File: config.mk
export PLATFORM = sky130hd
export DESIGN_NAME = gates_bist
export DESIGN_NICKNAME = d
export VERILOG_FILES = /design/src/rtl/gates_bist_pkg.sv /design/src/rtl/gates_bist_lfsr.sv /design/src/rtl/gates_bist.sv
export SDC_FILE = /design/constraint.sdc
export NUM_CORES = 1
export LEC_CHECK = 0
export CAP_MARGIN = 20
export CORE_MARGIN = 8
export CORE_UTILIZATION = 49
export CTS_CLUSTER_SIZE = 28
export DETAILED_ROUTE_END_ITERATION = 16
export GPL_ROUTABILITY_DRIVEN = 0
export HOLD_SLACK_MARGIN = 0.08
export PLACE_DENSITY_LB_ADDON = 0.1
export SLEW_MARGIN = 20
export SYNTH_ARGS = -nofsm -noshare
export SYNTH_HDL_FRONTEND = slang
export SYNTH_SLANG_ARGS = --single-unit
File: constraint.sdc
create_clock -name clk -period 4.1 [get_ports clk]
set_input_delay 0.82 -clock clk [delete_from_list [all_inputs] [get_ports clk]]
set_output_delay 0.82 -clock clk [all_outputs]
set_load 0.01 [all_outputs]
File: src/rtl/gates_bist_pkg.sv
// Shared types, constants and golden model for the gates BIST engine.
package gates_bist_pkg;

   typedef enum logic [1:0] {
      StIdle,
      StDrive,
      StCheck,
      StDone
   } state_e;

   // Bit positions inside the 7-bit gates response vector.
   localparam int unsigned RESP_AND  = 0;
   localparam int unsigned RESP_OR   = 1;
   localparam int unsigned RESP_NOT  = 2;
   localparam int unsigned RESP_XOR  = 3;
   localparam int unsigned RESP_NAND = 4;
   localparam int unsigned RESP_NOR  = 5;
   localparam int unsigned RESP_XNOR = 6;

   // x^8+x^6+x^5+x^4+1 on a left-shifting register: feedback from bits 7,5,4,3.
   localparam logic [7:0]  LFSR_TAPS = 8'hB8;
   // x^16+x^12+x^5+1, applied when the MISR msb shifts out.
   localparam logic [15:0] MISR_TAPS = 16'h1021;

   // Fault-free response of the gates block for one operand pair.
   function automatic logic [6:0] gates_expect(input logic a, input logic b);
      logic [6:0] r;
      r            = '0;
      r[RESP_AND]  = a & b;
      r[RESP_OR]   = a | b;
      r[RESP_NOT]  = ~a;
      r[RESP_XOR]  = a ^ b;
      r[RESP_NAND] = ~(a & b);
      r[RESP_NOR]  = ~(a | b);
      r[RESP_XNOR] = ~(a ^ b);
      return r;
   endfunction

endpackage

File: src/rtl/gates_bist_lfsr.sv
// 8-bit Fibonacci LFSR producing the operand pair for the gates block.
module gates_bist_lfsr
   import gates_bist_pkg::*;
(
   input  logic       clk,
   input  logic       rst,
   input  logic       load,
   input  logic [7:0] seed,
   input  logic       step,
   output logic [1:0] operand
);

   logic [7:0] lfsr_q, lfsr_d;
   logic       feedback;

   // Next state: load wins over step; an all-zero seed would lock up, so use 1.
   always_comb begin
      feedback = ^(lfsr_q & LFSR_TAPS);
      lfsr_d   = lfsr_q;
      if (load) begin
         lfsr_d = (seed == 8'h00) ? 8'h01 : seed;
      end else if (step) begin
         lfsr_d = {lfsr_q[6:0], feedback};
      end
   end

   // State register; resets to zero so the operands read 0 until the first load.
   always_ff @(posedge clk) begin
      if (rst) begin
         lfsr_q <= 8'h00;
      end else begin
         lfsr_q <= lfsr_d;
      end
   end

   assign operand = lfsr_q[1:0];

endmodule

File: src/rtl/gates_bist.sv
// Built-in self-test engine for the two-input gates block.
// Optional feature: define GATES_BIST_MISR_EN to build the 16-bit response MISR;
// otherwise signature is tied to zero.
module gates_bist
   import gates_bist_pkg::*;
#(
   parameter int unsigned NUM_VECTORS = 16,
   parameter logic [7:0]  LFSR_SEED   = 8'hA5
) (
   input  logic        clk,
   input  logic        rst,
   input  logic        start,
   output logic        a,
   output logic        b,
   input  logic [6:0]  resp,
   output logic        busy,
   output logic        done,
   output logic        pass,
   output logic [7:0]  err_count,
   output logic [15:0] vec_count,
   output logic [15:0] signature
);

   localparam logic [15:0] LastVec = 16'(NUM_VECTORS - 1);

   state_e      state_q, state_d;
   logic        busy_q, busy_d;
   logic        done_q, done_d;
   logic [7:0]  err_q, err_d;
   logic [15:0] vec_q, vec_d;
   logic        lfsr_load, lfsr_step;
   logic [1:0]  lfsr_op;
   logic        mismatch;

   gates_bist_lfsr u_lfsr (
      .clk     (clk),
      .rst     (rst),
      .load    (lfsr_load),
      .seed    (LFSR_SEED),
      .step    (lfsr_step),
      .operand (lfsr_op)
   );

   assign a = lfsr_op[0];
   assign b = lfsr_op[1];

   // Case inequality so X/Z on the response is reported as a failure.
   assign mismatch = (resp !== gates_expect(a, b));

   // Next-state and counter updates for the run sequencer.
   always_comb begin
      state_d   = state_q;
      busy_d    = busy_q;
      done_d    = done_q;
      err_d     = err_q;
      vec_d     = vec_q;
      lfsr_load = 1'b0;
      lfsr_step = 1'b0;
      unique case (state_q)
         StIdle, StDone: begin
            if (start) begin
               state_d   = StDrive;
               lfsr_load = 1'b1;
               busy_d    = 1'b1;
               done_d    = 1'b0;
               err_d     = 8'd0;
               vec_d     = 16'd0;
            end else if (state_q == StDone) begin
               // Completion flags are published one edge after entering DONE.
               busy_d = 1'b0;
               done_d = 1'b1;
            end
         end
         StDrive: begin
            state_d = StCheck;
         end
         StCheck: begin
            if (mismatch && (err_q != 8'hFF)) begin
               err_d = err_q + 8'd1;
            end
            vec_d     = vec_q + 16'd1;
            lfsr_step = 1'b1;
            state_d   = (vec_q == LastVec) ? StDone : StDrive;
         end
         default: begin
            state_d = StIdle;
         end
      endcase
   end

   // Sequencer and result registers.
   always_ff @(posedge clk) begin
      if (rst) begin
         state_q <= StIdle;
         busy_q  <= 1'b0;
         done_q  <= 1'b0;
         err_q   <= 8'd0;
         vec_q   <= 16'd0;
      end else begin
         state_q <= state_d;
         busy_q  <= busy_d;
         done_q  <= done_d;
         err_q   <= err_d;
         vec_q   <= vec_d;
      end
   end

   assign busy      = busy_q;
   assign done      = done_q;
   assign pass      = done_q && (err_q == 8'd0);
   assign err_count = err_q;
   assign vec_count = vec_q;

`ifdef GATES_BIST_MISR_EN
   logic [15:0] misr_q;
   logic        misr_clear;
   logic        misr_en;

   assign misr_clear = start && ((state_q == StIdle) || (state_q == StDone));
   assign misr_en    = (state_q == StCheck);

   // Galois-style MISR compressing each checked response into the low bits.
   always_ff @(posedge clk) begin
      if (rst || misr_clear) begin
         misr_q <= 16'h0000;
      end else if (misr_en) begin
         misr_q <= {misr_q[14:0], 1'b0} ^ (misr_q[15] ? MISR_TAPS : 16'h0000)
                   ^ {9'b0, resp};
      end
   end

   assign signature = misr_q;
`else
   assign signature = 16'h0000;
`endif

endmodule

==> flow_summary.rst, run 1 <==
.. list-table::
   :header-rows: 1

   * - Metric
     - Value
   * - Post-detail-place hpwl
     - 3.13 mm
   * - Die width
     - 79.4 um
   * - Sort of element at the start of the critical path
     - flop
   * - Vias in the first global route
     - 1606
   * - Clock period minus worst slack
     - 2.79 ns
   * - Worst setup EP type
     - output pin
   * - Sinks on the clock net
     - 36
   * - Register bit total from synthesis
     - 36
   * - Number of setup buffers added after CTS
     - 0
   * - Clk pin slew, worst setup/hold paths
     - 0.08 ns
   * - Non-Filler Cell Area, Final
     - around 2400 um^2
   * - Most used standard cell by instance count after synthesis
     - sky130_fd_sc_hd__dfxtp_1
   * - Clock insertion delay at the later pin of the skew report
     - 0.29 ns
   * - Ratio of final minimum period to clock period
     - roughly two thirds
   * - Portion of the post-synthesis area used by sequential elements
     - 36.6%
   * - Area of the core
     - 3940 um^2
   * - Crit Path Category
     - reg -> out
   * - Kind of cell adding the most delay to the critical path
     - simple AND/OR/NAND/NOR gates
   * - Avg WL per Cell
     - 13.4 um
   * - Number of primary I/O pins
     - 55
   * - Wire length of the first global-routing pass
     - 7.31 mm
   * - Clk Tree Root Cell
     - sky130_fd_sc_hd__clkbuf_8
   * - Chain of cells forming the critical path
     - or4_1 > nor4_1 > clkdlybuf4s50_1
   * - Chip height
     - between 70 and 80 um
   * - Number of cells in the finished layout apart from fillers
     - 321
   * - Via-per-instance ratio
     - 5.25
   * - Required time worst endpoint
     - 3.28 ns
   * - F_max
     - about 360 MHz
   * - Number of distinct library cell variants in the gate-level netlist after synthesis
     - 42
   * - GR Util All Layers
     - between 10 and 15%
   * - Status
     - finished clean
   * - Number of cell rows
     - 23
   * - Yosys warning count
     - 0
   * - Worst clock skew
     - 0.00612 ns
   * - Post-synth ARST share
     - 0%
   * - Synth top area cells
     - sky130_fd_sc_hd__dfxtp_1, sky130_fd_sc_hd__buf_4, sky130_fd_sc_hd__ha_1
   * - Number of instances resized during post-cts repair
     - 0
   * - Number of levels the H-tree was split into
     - 2
   * - Synthesized area
     - 1970 um^2
   * - Slowest cell delay on critical path
     - 0.58 ns
   * - Data arrival time of the worst path
     - 1.97 ns
   * - Effective utilization at floorplan
     - between 40% and 50%
   * - Maximum number of pins on one net before global-route repair
     - 24
   * - Grt total ovfl
     - 0
   * - Total negative setup slack
     - 0 ns
   * - Finish-stage setup viols
     - 0
   * - Final core utilization
     - 61.9%
   * - Max-cap check violation count
     - 0
   * - Max-slew violations
     - 0
   * - Diode count
     - 0
   * - Mean post-synth cell area
     - 8.46 um^2
   * - Placed Instance Area
     - between 2000 and 2500 um^2
   * - Initial detailed-routing violation count
     - 55
   * - Top cells by instance count after synthesis
     - sky130_fd_sc_hd__dfxtp_1, sky130_fd_sc_hd__nor2_1, sky130_fd_sc_hd__buf_4, sky130_fd_sc_hd__nand2_1, sky130_fd_sc_hd__a21oi_1
   * - CTS Hold Bufs
     - 0
   * - Least-Margin Pin Slew
     - 0.800 ns
   * - Cell taking the most area after synthesis
     - sky130_fd_sc_hd__dfxtp_1
   * - Cell area power density
     - between 300 and 400 nW/um^2
   * - Classification of the worst-slack hold path
     - reg -> reg
   * - Fraction of post-synthesis cell area in the top cell type by area
     - between 30% and 40%
   * - Number of enable-type register cells in the synthesized netlist
     - 0
   * - Post-detailed-routing wire length
     - 4.30 mm
   * - DRT antenna net count
     - 0
   * - Number of antenna violations at the first check in global routing
     - 0
   * - Worst-case vdd ir drop
     - 0.277 mV
   * - Unrepaired setup endpoints after global routing
     - no
   * - Worst relative slew slack
     - 45.9%
   * - Total die area
     - 6310 um^2
   * - TritonCTS clock tree
     - done
   * - CTS Buffer Depth
     - 2
   * - Cell total after placement
     - 313
   * - Vias post-DR
     - 1686
   * - Number of hold violations in the final report
     - 0
   * - Leakage power
     - 0.860 nW
   * - Fraction of final layout cells with drive strength greater than 1
     - 5.54%
   * - Number of nets at the end of the flow
     - between 200 and 300
   * - Number of buffers inserted by port buffering
     - 38
   * - Detailed-route DRC error count
     - 0
   * - Largest fanout of any net on the critical path
     - 10
   * - Count of mapped cells out of synthesis
     - 233
   * - Number of iterations in the first detailed-routing pass
     - 4
   * - Critical-path cell with the highest stage delay
     - sky130_fd_sc_hd__clkdlybuf4s50_1
   * - Commonest register cell after synthesis
     - sky130_fd_sc_hd__dfxtp_1
   * - Total clock buffers created by CTS
     - 5
   * - Count of buffer and inverter cells on the critical path
     - 1
   * - Synthesis-to-finish area growth
     - 23.9%
-- path summary, 6_finish.rpt --
| kind | from | to | slack [ns] | cells past startpoint |
|---|---|---|---|---|
| max | err_count[4] | pass | 1.31 | 3 |
| min | busy | busy | 0.47 | 2 |
| max reg2reg | state_q[0] | err_count[2] | 1.59 | 7 |
| min reg2reg | busy | busy | 0.47 | 2 |
-- tightest hold or removal path, cell delays in order (launching register included) --
cell and delay, ns:
sky130_fd_sc_hd__dfxtp_1 0.32, sky130_fd_sc_hd__nand2_1 0.05, sky130_fd_sc_hd__a21oi_1 0.06
-- through the flow --
stage | hold WS, ns | setup slack (ns) | total power, mW
6_report | 0.471 | 1.31 | 0.811
5_1_grt | 0.505 | 1.25 | 0.848
4_1_cts | 0.477 | 1.30 | 0.819
3_5_place_dp | 0.462 | 1.20 | 0.497
3_3_place_gp | 0.448 | 1.23 | 0.497
2_1_floorplan | 0.460 | 1.92 | 0.473
-- registers in the layout, summed over array words and instances (netlist names) --
| register | count |
|---|---|
| busy | 1 |
| done | 1 |
| err_count | 8 |
| state_q | 2 |
| u_lfsr.lfsr_q | 8 |
| vec_count | 16 |
-- report_power, final --
| part | internal (mW) | switching [mW] | total (mW) |
|---|---|---|---|
| Sequential | 0.360 | 0.00979 | 0.370 |
| Combinational | 0.0483 | 0.0705 | 0.119 |
| Clock | 0.183 | 0.139 | 0.322 |
-- cell families after synthesis --
| logic type | Yosys count | synth area share (%) |
|---|---|---|
| AND/OR/NAND/NOR | 89 | 23.9 |
| AO/OA/AOI/OAI | 39 | 11.6 |
| adder cells (fa/ha/maj) | 8 | 5.08 |
| flip-flops | 36 | 36.6 |
| multiplexers | 11 | 5.97 |
| XOR/XNOR | 16 | 7.11 |
| other | 1 | 0.190 |
| buffers and inverters | 33 | 9.59 |
-- layer usage --
layer	global-route usage (%)	share of wire [%]	vias up
met1	17.4	49	794
met5	0	0	-
met4	4.44	1.2	0
met2	22.7	45	29
li1	-	-	856
met3	3.72	4.6	7
-- layout make-up --
| type | count | area, um^2 |
|---|---|---|
| Fill cell | 369 | 1500 |
| Clock buffer | 5 | 68.8 |
| Timing Repair Buffer | 40 | 395 |
| Tap cell | 50 | 62.6 |
| Sequential cell | 36 | 721 |
| Inverter | 8 | 30.0 |
| Clock inverter | 3 | 46.3 |
| Multi-Input combinational cell | 179 | 1120 |
-- layout by cell type (no fill, tap or decap), types with 3 or more instances in the layout --
cell,instances
sky130_fd_sc_hd__nor2_1,26
sky130_fd_sc_hd__and3b_1,3
sky130_fd_sc_hd__inv_1,8
sky130_fd_sc_hd__nor4_1,3
sky130_fd_sc_hd__mux2_2,3
sky130_fd_sc_hd__o211ai_1,4
sky130_fd_sc_hd__a31oi_1,5
sky130_fd_sc_hd__mux2i_1,7
sky130_fd_sc_hd__nand4_1,4
sky130_fd_sc_hd__conb_1,16
sky130_fd_sc_hd__nand2_1,15
sky130_fd_sc_hd__dfxtp_1,36
sky130_fd_sc_hd__clkbuf_8,5
sky130_fd_sc_hd__and3_1,4
sky130_fd_sc_hd__o21ai_0,9
sky130_fd_sc_hd__nor3b_1,3
sky130_fd_sc_hd__ha_1,8
sky130_fd_sc_hd__xor2_1,9
sky130_fd_sc_hd__or3_1,3
sky130_fd_sc_hd__xnor2_1,7
sky130_fd_sc_hd__nand2b_1,3
sky130_fd_sc_hd__a21oi_1,14
sky130_fd_sc_hd__or4_1,5
sky130_fd_sc_hd__clkdlybuf4s50_1,38
sky130_fd_sc_hd__nand3_1,10
Note: power is estimated with default switching activity, not from simulation.
==> run 2, diff against run 1 <==
--- a/config.mk
+++ b/config.mk
@@ -7,7 +7,7 @@
 export LEC_CHECK = 0
 export CAP_MARGIN = 20
 export CORE_MARGIN = 8
-export CORE_UTILIZATION = 49
+export CORE_UTILIZATION = 43
 export CTS_CLUSTER_SIZE = 28
 export DETAILED_ROUTE_END_ITERATION = 16
 export GPL_ROUTABILITY_DRIVEN = 0
==> constraint.sdc (replaced) <==
create_clock -name clk -period 2.35 [get_ports clk]
set_input_delay 0.47 -clock clk [delete_from_list [all_inputs] [get_ports clk]]
set_output_delay 0.47 -clock clk [all_outputs]
set_load 0.01 [all_outputs]
==> flow_summary.rst, run 2 (synthesis results as in run 1) <==
.. list-table::
   :header-rows: 1

   * - Metric
     - Value
   * - Number of levels the H-tree was split into
     - 2 (unchanged)
   * - Ratio of final minimum period to clock period
     - 91.8%
   * - GR Util All Layers
     - 13.3% (-0.61 points)
   * - F_max
     - 464 MHz
   * - Reg2Reg Setup Slack
     - 0.19 ns (-1.40 ns)
   * - DRT antenna net count
     - 0 (unchanged)
   * - Count of buffer and inverter cells on the critical path
     - 1 (unchanged)
   * - Avg WL per Cell
     - 13.7 um (+2.5%)
   * - Number of nets at the end of the flow
     - 300 (+4.2%)
   * - Number of primary I/O pins
     - 55 (unchanged)
   * - Endpoint of the worst-slack reg-to-reg timing path
     - vec_count[10]
   * - Post-detailed-routing wire length
     - 4.60 mm (+7.0%)
   * - CTS Buffer Depth
     - 2 (unchanged)
   * - Via-per-instance ratio
     - 5.24 (-0.20%)
   * - Most Used Layer, Global Route
     - met2
   * - Met1 capacity usage during global routing
     - 15.8% (-1.7 points)
   * - Leakage power
     - 0.925 nW (+7.5%)
   * - Chip height
     - 83.7 um (+5.4%)
   * - Number of antenna violations at the first check in global routing
     - 0 (unchanged)
   * - Synthesis-to-finish area growth
     - 28.5%
   * - Kind of cell adding the most delay to the critical path
     - simple AND/OR/NAND/NOR gates
   * - Fraction of final layout cells with drive strength greater than 1
     - 9.89% (+4.4 points)
   * - Grt total ovfl
     - 0 (unchanged)
   * - Effective utilization at floorplan
     - 44.9% (-5.0 points)
   * - Max-cap check violation count
     - 0 (unchanged)
   * - Instance count along the most critical hold path
     - 2 (unchanged)
   * - Die width
     - 83.7 um (+5.4%)
   * - Placed Instance Area
     - 2420 um^2 (+4.0%)
   * - Vias in the first global route
     - 1656 (+3.1%)
   * - Critical-path cell with the highest stage delay
     - sky130_fd_sc_hd__or4b_1
   * - Maximum number of pins on one net before global-route repair
     - 24 (unchanged)
   * - Detailed-route DRC error count
     - 0 (unchanged)
   * - Area of the core
     - 4380 um^2 (+11%)
   * - Largest fanout of any net on the critical path
     - 6 (-4)
   * - Worst clock skew
     - 0.00836 ns (+0.00224 ns)
   * - Number of setup buffers added after CTS
     - 0 (unchanged)
   * - TritonCTS clock tree
     - done
   * - Number of buffers inserted by port buffering
     - 38 (unchanged)
   * - Sinks on the clock net
     - 36 (unchanged)
   * - Most common cell after layout, fill and taps aside
     - sky130_fd_sc_hd__clkdlybuf4s50_1
   * - Hold Startpoint
     - busy
   * - Slowest cell delay on critical path
     - 0.65 ns (+0.07 ns)
   * - Flip-flop count of the largest register, all copies and words added
     - 16 (unchanged)
   * - Worst hold path endpoint
     - busy
   * - Number of iterations in the first detailed-routing pass
     - 4 (unchanged)
   * - Worst-case vdd ir drop
     - 0.399 mV (+44%)
   * - Finish-stage setup viols
     - 0 (unchanged)
   * - Number of cell rows
     - 24 (+4.3%)
   * - Slack of the critical path
     - 0.194 ns (-1.12 ns)
   * - Post-detail-place hpwl
     - 3.41 mm (+8.8%)
   * - Routing usage on met2
     - 21.1% (-1.6 points)
   * - Filler cell count
     - 411 (+11%)
   * - Clk Tree Root Cell
     - sky130_fd_sc_hd__clkbuf_8
   * - Max-slew violations
     - 0 (unchanged)
   * - Data arrival time of the worst path
     - 2.38 ns (+0.41 ns)
   * - Non-Filler Cell Area, Final
     - 2530 um^2 (+3.7%)
   * - Crit Path Category
     - reg -> reg
   * - Launch instance of the worst register-to-register path
     - state_q[0]
   * - Clk pin slew, worst setup/hold paths
     - 0.08 ns (about the same)
   * - Unrepaired setup endpoints after global routing
     - no
   * - Commonest non-fill, non-tap cells in the layout
     - sky130_fd_sc_hd__clkdlybuf4s50_1, sky130_fd_sc_hd__dfxtp_1, sky130_fd_sc_hd__nor2_1
   * - Required time worst endpoint
     - 2.58 ns (-0.70 ns)
   * - Number of hold violations in the final report
     - 0 (unchanged)
   * - GR Layer Usage met3
     - 5.86% (+2.1 points)
   * - Setup slack after placement
     - -0.0283 ns (-1.23 ns)
   * - Sort of element at the start of the critical path
     - flop
   * - Wire length of the first global-routing pass
     - 7.96 mm (+9.0%)
   * - Cell area power density
     - 565 nW/um^2 (+70%)
   * - Diode count
     - 0 (unchanged)
   * - Reg2Reg Depth
     - 6 (-1)
   * - Total clock buffers created by CTS
     - 5 (unchanged)
   * - Status
     - finished clean
   * - Classification of the worst-slack hold path
     - reg -> reg
   * - Total die area
     - 7000 um^2 (+11%)
   * - Clock insertion delay at the later pin of the skew report
     - 0.29 ns (about the same)
   * - Initial detailed-routing violation count
     - 77 (+40%)
   * - Vias post-DR
     - 1756 (+4.2%)
   * - Worst setup EP type
     - flop
   * - Chain of cells forming the critical path
     - inv_1 > ha_1 > mux2i_2 > or4b_1 > or3_1 > a21oi_1
   * - Clock period minus worst slack
     - 2.16 ns
[run 2: cell count changes in the layout (fill, tap and decap cells not counted), sizes merged]
| cell | before | now |
|---|---|---|
| clkinv | 0 | 1 |
| clkdlybuf4s50 | 38 | 37 |
| dlygate4sd2 | 0 | 1 |
| inv | 9 | 8 |
| buf | 2 | 14 |
[run 2: worst max path at each step]
stage	start	end	slack, ns	cells past startpoint
detailed placement	resp[6]	err_count[2]	-0.03	7
finish	state_q[0]	vec_count[10]	0.19	6
global placement	resp[6]	err_count[2]	0.01	7
global route	u_lfsr.lfsr_q[1]	err_count[2]	0.01	8
floorplan	state_q[0]	vec_count[10]	0.20	8
CTS	u_lfsr.lfsr_q[1]	err_count[2]	0.13	8
[run 2: power breakdown]
group,switching [mW],internal [mW],leakage [nW]
Combinational,0.135,0.109,0.579
Sequential,0.0138,0.628,0.292
Clock,0.231,0.314,0.0541
[run 2: tightest hold or removal path, cell delays in order, from the launching register on]
cell and delay, ns:
sky130_fd_sc_hd__dfxtp_1 0.31, sky130_fd_sc_hd__nand2_1 0.05, sky130_fd_sc_hd__a21oi_1 0.05
[run 2: metrics by stage]
| step | hold WS, ns | instances | setup TNS, ns | power (mW) | util, % |
|---|---|---|---|---|---|
| detailed placement | 0.450 | 327 | -0.0283 | 0.897 | 55.2 |
| global route | 0.506 | 335 | 0 | 1.51 | 57.8 |
| CTS | 0.463 | 335 | 0 | 1.44 | 57.7 |
| floorplan | 0.460 | 248 | 0 | 0.825 | - |
| finish | 0.460 | 335 | 0 | 1.43 | 57.8 |
| global placement | 0.448 | 327 | 0 | 0.895 | 55.2 |
[run 2: layer usage]
metal  part of all wire [%]  up-vias
li1                       -      887
met1                     46      816
met2                     46       47
met3                    7.1        6
met4                    1.0        0
met5                      0        -
[run 2: layout make-up]
type | count | area, um^2 | area share (%)
clock buffers | 5 | 68.8 | 2.72
well taps | 52 | 65.1 | 2.57
clock inverters | 3 | 42.5 | 1.68
inverters | 8 | 30.0 | 1.19
multi-input cells | 179 | 1120 | 44.3
repair buffers | 52 | 484 | 19.1
flip-flops and latches | 36 | 721 | 28.5
[run 2: timing repair]
action | CTS | global route
hold buffers | 0 | 0
endpoints found under the setup margin | 1 | 1
resized for setup | 1 | 1
==> run 3, diff against run 2 <==
--- a/config.mk
+++ b/config.mk
@@ -11,6 +11,7 @@
 export CTS_CLUSTER_SIZE = 28
 export DETAILED_ROUTE_END_ITERATION = 16
 export GPL_ROUTABILITY_DRIVEN = 0
+export GPL_TIMING_DRIVEN = 0
 export HOLD_SLACK_MARGIN = 0.08
 export PLACE_DENSITY_LB_ADDON = 0.1
 export SLEW_MARGIN = 20
==> flow_summary.rst, run 3 (synthesis results as in run 1) <==
.. list-table::
   :header-rows: 1

   * - Metric
     - Value
   * - Sinks on the clock net
     - 36 (unchanged)
   * - Effective utilization at floorplan
     - 44.9% (unchanged)
   * - Number of buffers inserted by port buffering
     - 38 (unchanged)
   * - Cell total after placement
     - 338 (+3.4%)
   * - Largest fanout of any net on the critical path
     - 8 (+2)
   * - Number of primary I/O pins
     - 55 (unchanged)
   * - CTS Buffer Depth
     - 2 (unchanged)
   * - Slowest cell delay on critical path
     - 0.60 ns (-0.05 ns)
   * - Worst relative slew slack
     - between 60 and 70%
   * - Max-cap check violation count
     - 0 (unchanged)
   * - Filler cell count
     - 432 (+5.1%)
   * - Data arrival time of the worst path
     - 2.42 ns (+0.04 ns)
   * - Clk Tree Root Cell
     - sky130_fd_sc_hd__clkbuf_8
   * - Chain of cells forming the critical path
     - inv_1 > ha_1 > buf_4 > mux2i_4 > or4b_4 > or3_1 > a21oi_1
   * - GR Util All Layers
     - 12.9% (-0.39 points)
   * - Setup slack after placement
     - -0.165 ns (-0.137 ns)
   * - Synthesis-to-finish area growth
     - 31.4%
   * - Fraction of final layout cells with drive strength greater than 1
     - 12.7% (+2.8 points)
   * - Number of hold violations in the final report
     - 0 (unchanged)
   * - Required time worst endpoint
     - 2.57 ns (about the same)
   * - Wire length of the first global-routing pass
     - 7.73 mm (-2.9%)
   * - Grt total ovfl
     - 0 (unchanged)
   * - Sequential cell area
     - 722 um^2 (+0.17%)
   * - DRT antenna net count
     - 0 (unchanged)
   * - Chip height
     - 83.7 um (unchanged)
   * - Total negative setup slack
     - 0 ns (unchanged)
   * - Post-detailed-routing wire length
     - 4.46 mm (-3.0%)
   * - Number of iterations in the first detailed-routing pass
     - 4 (unchanged)
   * - Total die area
     - 7000 um^2 (unchanged)
   * - Least-Margin Pin Slew
     - 0.582 ns
   * - Ratio of final minimum period to clock period
     - 93.3% (+1.6 points)
   * - Detailed-route DRC error count
     - 0 (unchanged)
   * - Area of the core
     - 4380 um^2 (unchanged)
   * - Avg WL per Cell
     - 13.0 um (-5.6%)
   * - Total clock buffers created by CTS
     - 5 (unchanged)
   * - Clock insertion delay at the later pin of the skew report
     - 0.29 ns (about the same)
   * - Clk pin slew, worst setup/hold paths
     - 0.08 ns (about the same)
   * - Number of antenna violations at the first check in global routing
     - 0 (unchanged)
   * - Max-slew violations
     - 0 (unchanged)
   * - Leakage power
     - 0.957 nW (+3.5%)
   * - Finish-stage setup viols
     - 0 (unchanged)
   * - Post-layout power
     - 1.33 mW (-6.9%)
   * - F_max
     - 456 MHz (-1.7%)
   * - Slack of the critical path
     - 0.157 ns (-0.0371 ns)
   * - Vias post-DR
     - 1777 (+1.2%)
   * - Critical-path cell with the highest stage delay
     - sky130_fd_sc_hd__or4b_4
   * - Crit Path Category
     - reg -> reg
   * - Number of levels the H-tree was split into
     - 2 (unchanged)
   * - Unrepaired setup endpoints after global routing
     - no
   * - Via-per-instance ratio
     - 5.17 (-1.5%)
   * - Area of the multi-input gates
     - 1150 um^2 (+2.8%)
   * - Sort of element at the start of the critical path
     - flop
   * - Clock period minus worst slack
     - 2.19 ns (+0.0371 ns)
   * - Commonest non-fill, non-tap cells in the layout
     - sky130_fd_sc_hd__clkdlybuf4s50_1, sky130_fd_sc_hd__dfxtp_1, sky130_fd_sc_hd__nor2_1
   * - Most common cell after layout, fill and taps aside
     - sky130_fd_sc_hd__clkdlybuf4s50_1
   * - Number of nets at the end of the flow
     - 309 (+3.0%)
   * - Number of cells in the finished layout apart from fillers
     - 344 (+2.7%)
   * - Number of setup buffers added after CTS
     - 0 (unchanged)
   * - Worst-case vdd ir drop
     - 0.396 mV (-0.67%)
   * - Vias in the first global route
     - 1665 (+0.54%)
   * - Die width
     - 83.7 um (unchanged)
   * - Worst clock skew
     - 0.00723 ns (-0.00113 ns)
   * - Status
     - finished clean
   * - TritonCTS clock tree
     - done
   * - Classification of the worst-slack hold path
     - reg -> reg
   * - CTS Hold Bufs
     - 0 (unchanged)
   * - Maximum number of pins on one net before global-route repair
     - 13 (-46%)
   * - Number of cell rows
     - 24 (unchanged)
   * - Cell area power density
     - 514 nW/um^2 (-9.0%)
   * - Flip-flop count of the largest register, all copies and words added
     - 16 (unchanged)
   * - Post-detail-place hpwl
     - 3.38 mm (-0.80%)
   * - Diode count
     - 0 (unchanged)
   * - Worst setup EP type
     - flop
   * - Initial detailed-routing violation count
     - 74 (-3.9%)
## run 3: changes by cell type in the layout (fill, tap and decap cells not counted), sizes merged
cell	previous run	this run
clkinv	1	3
clkbuf	5	10
clkinvlp	1	0
bufinv	1	0
buf	14	18
## run 3: worst max-delay path, delay by kind of cell (launching register included)
| kind | cells | cell delay (ns) |
|---|---|---|
| AOI/OAI and AO/OA | 1 | 0.14 |
| adders and majority gates | 1 | 0.28 |
| buffers and inverters | 2 | 0.22 |
| DFF | 1 | 0.35 |
| muxes | 1 | 0.23 |
| and+or+nand+nor | 2 | 0.92 |
## run 3: final timing paths
path               from            end  slack, ns  depth (start not counted)
max          state_q[0]  vec_count[10]       0.16                          7
min                busy           busy       0.47                          2
max reg2reg  state_q[0]  vec_count[10]       0.16                          7
min reg2reg        busy           busy       0.47                          2
## run 3: cell type report
type / count / share of cell area, %
plain buffers: 23 / 5.94
clock buffers: 5 / 2.66
clock inverters: 3 / 0.725
inverters: 8 / 1.16
multi-input cells: 179 / 44.5
flip-flops and latches: 36 / 27.9
well taps: 52 / 2.51
repair buffers: 38 / 14.6
## run 3: routing by layer
| metal | wire [um] | vias up | global-route usage (%) |
|---|---|---|---|
| met5 | 0 | - | 0 |
| met4 | 38 | 0 | 3.30 |
| met3 | 392 | 5 | 5.96 |
| met2 | 2000 | 45 | 20.1 |
| met1 | 2030 | 821 | 15.6 |
| li1 | - | 906 | - |
## run 3: timing repair
item | 4_1_cts | 5_1_grt
cloned | 0 | 0
resized for setup | 3 | 6
endpoints found under the setup margin | 2 | 14
## run 3: stage by stage
stage	hold slack (ns)	utilization (%)	cell area, um^2
3_3_place_gp	0.450	56.4	2470
2_1_floorplan	0.460	-	2030
6_report	0.468	59.1	2590
5_1_grt	0.494	59.1	2590
4_1_cts	0.471	58.6	2570
3_5_place_dp	0.456	56.4	2470
## run 3: power by group
group | internal [mW] | total [mW] | switching (mW) | leakage (nW)
Combinational | 0.113 | 0.248 | 0.135 | 0.618
Sequential | 0.629 | 0.646 | 0.0171 | 0.292
Clock | 0.207 | 0.437 | 0.231 | 0.0479
Total | 0.948 | 1.33 | 0.383 | 0.957
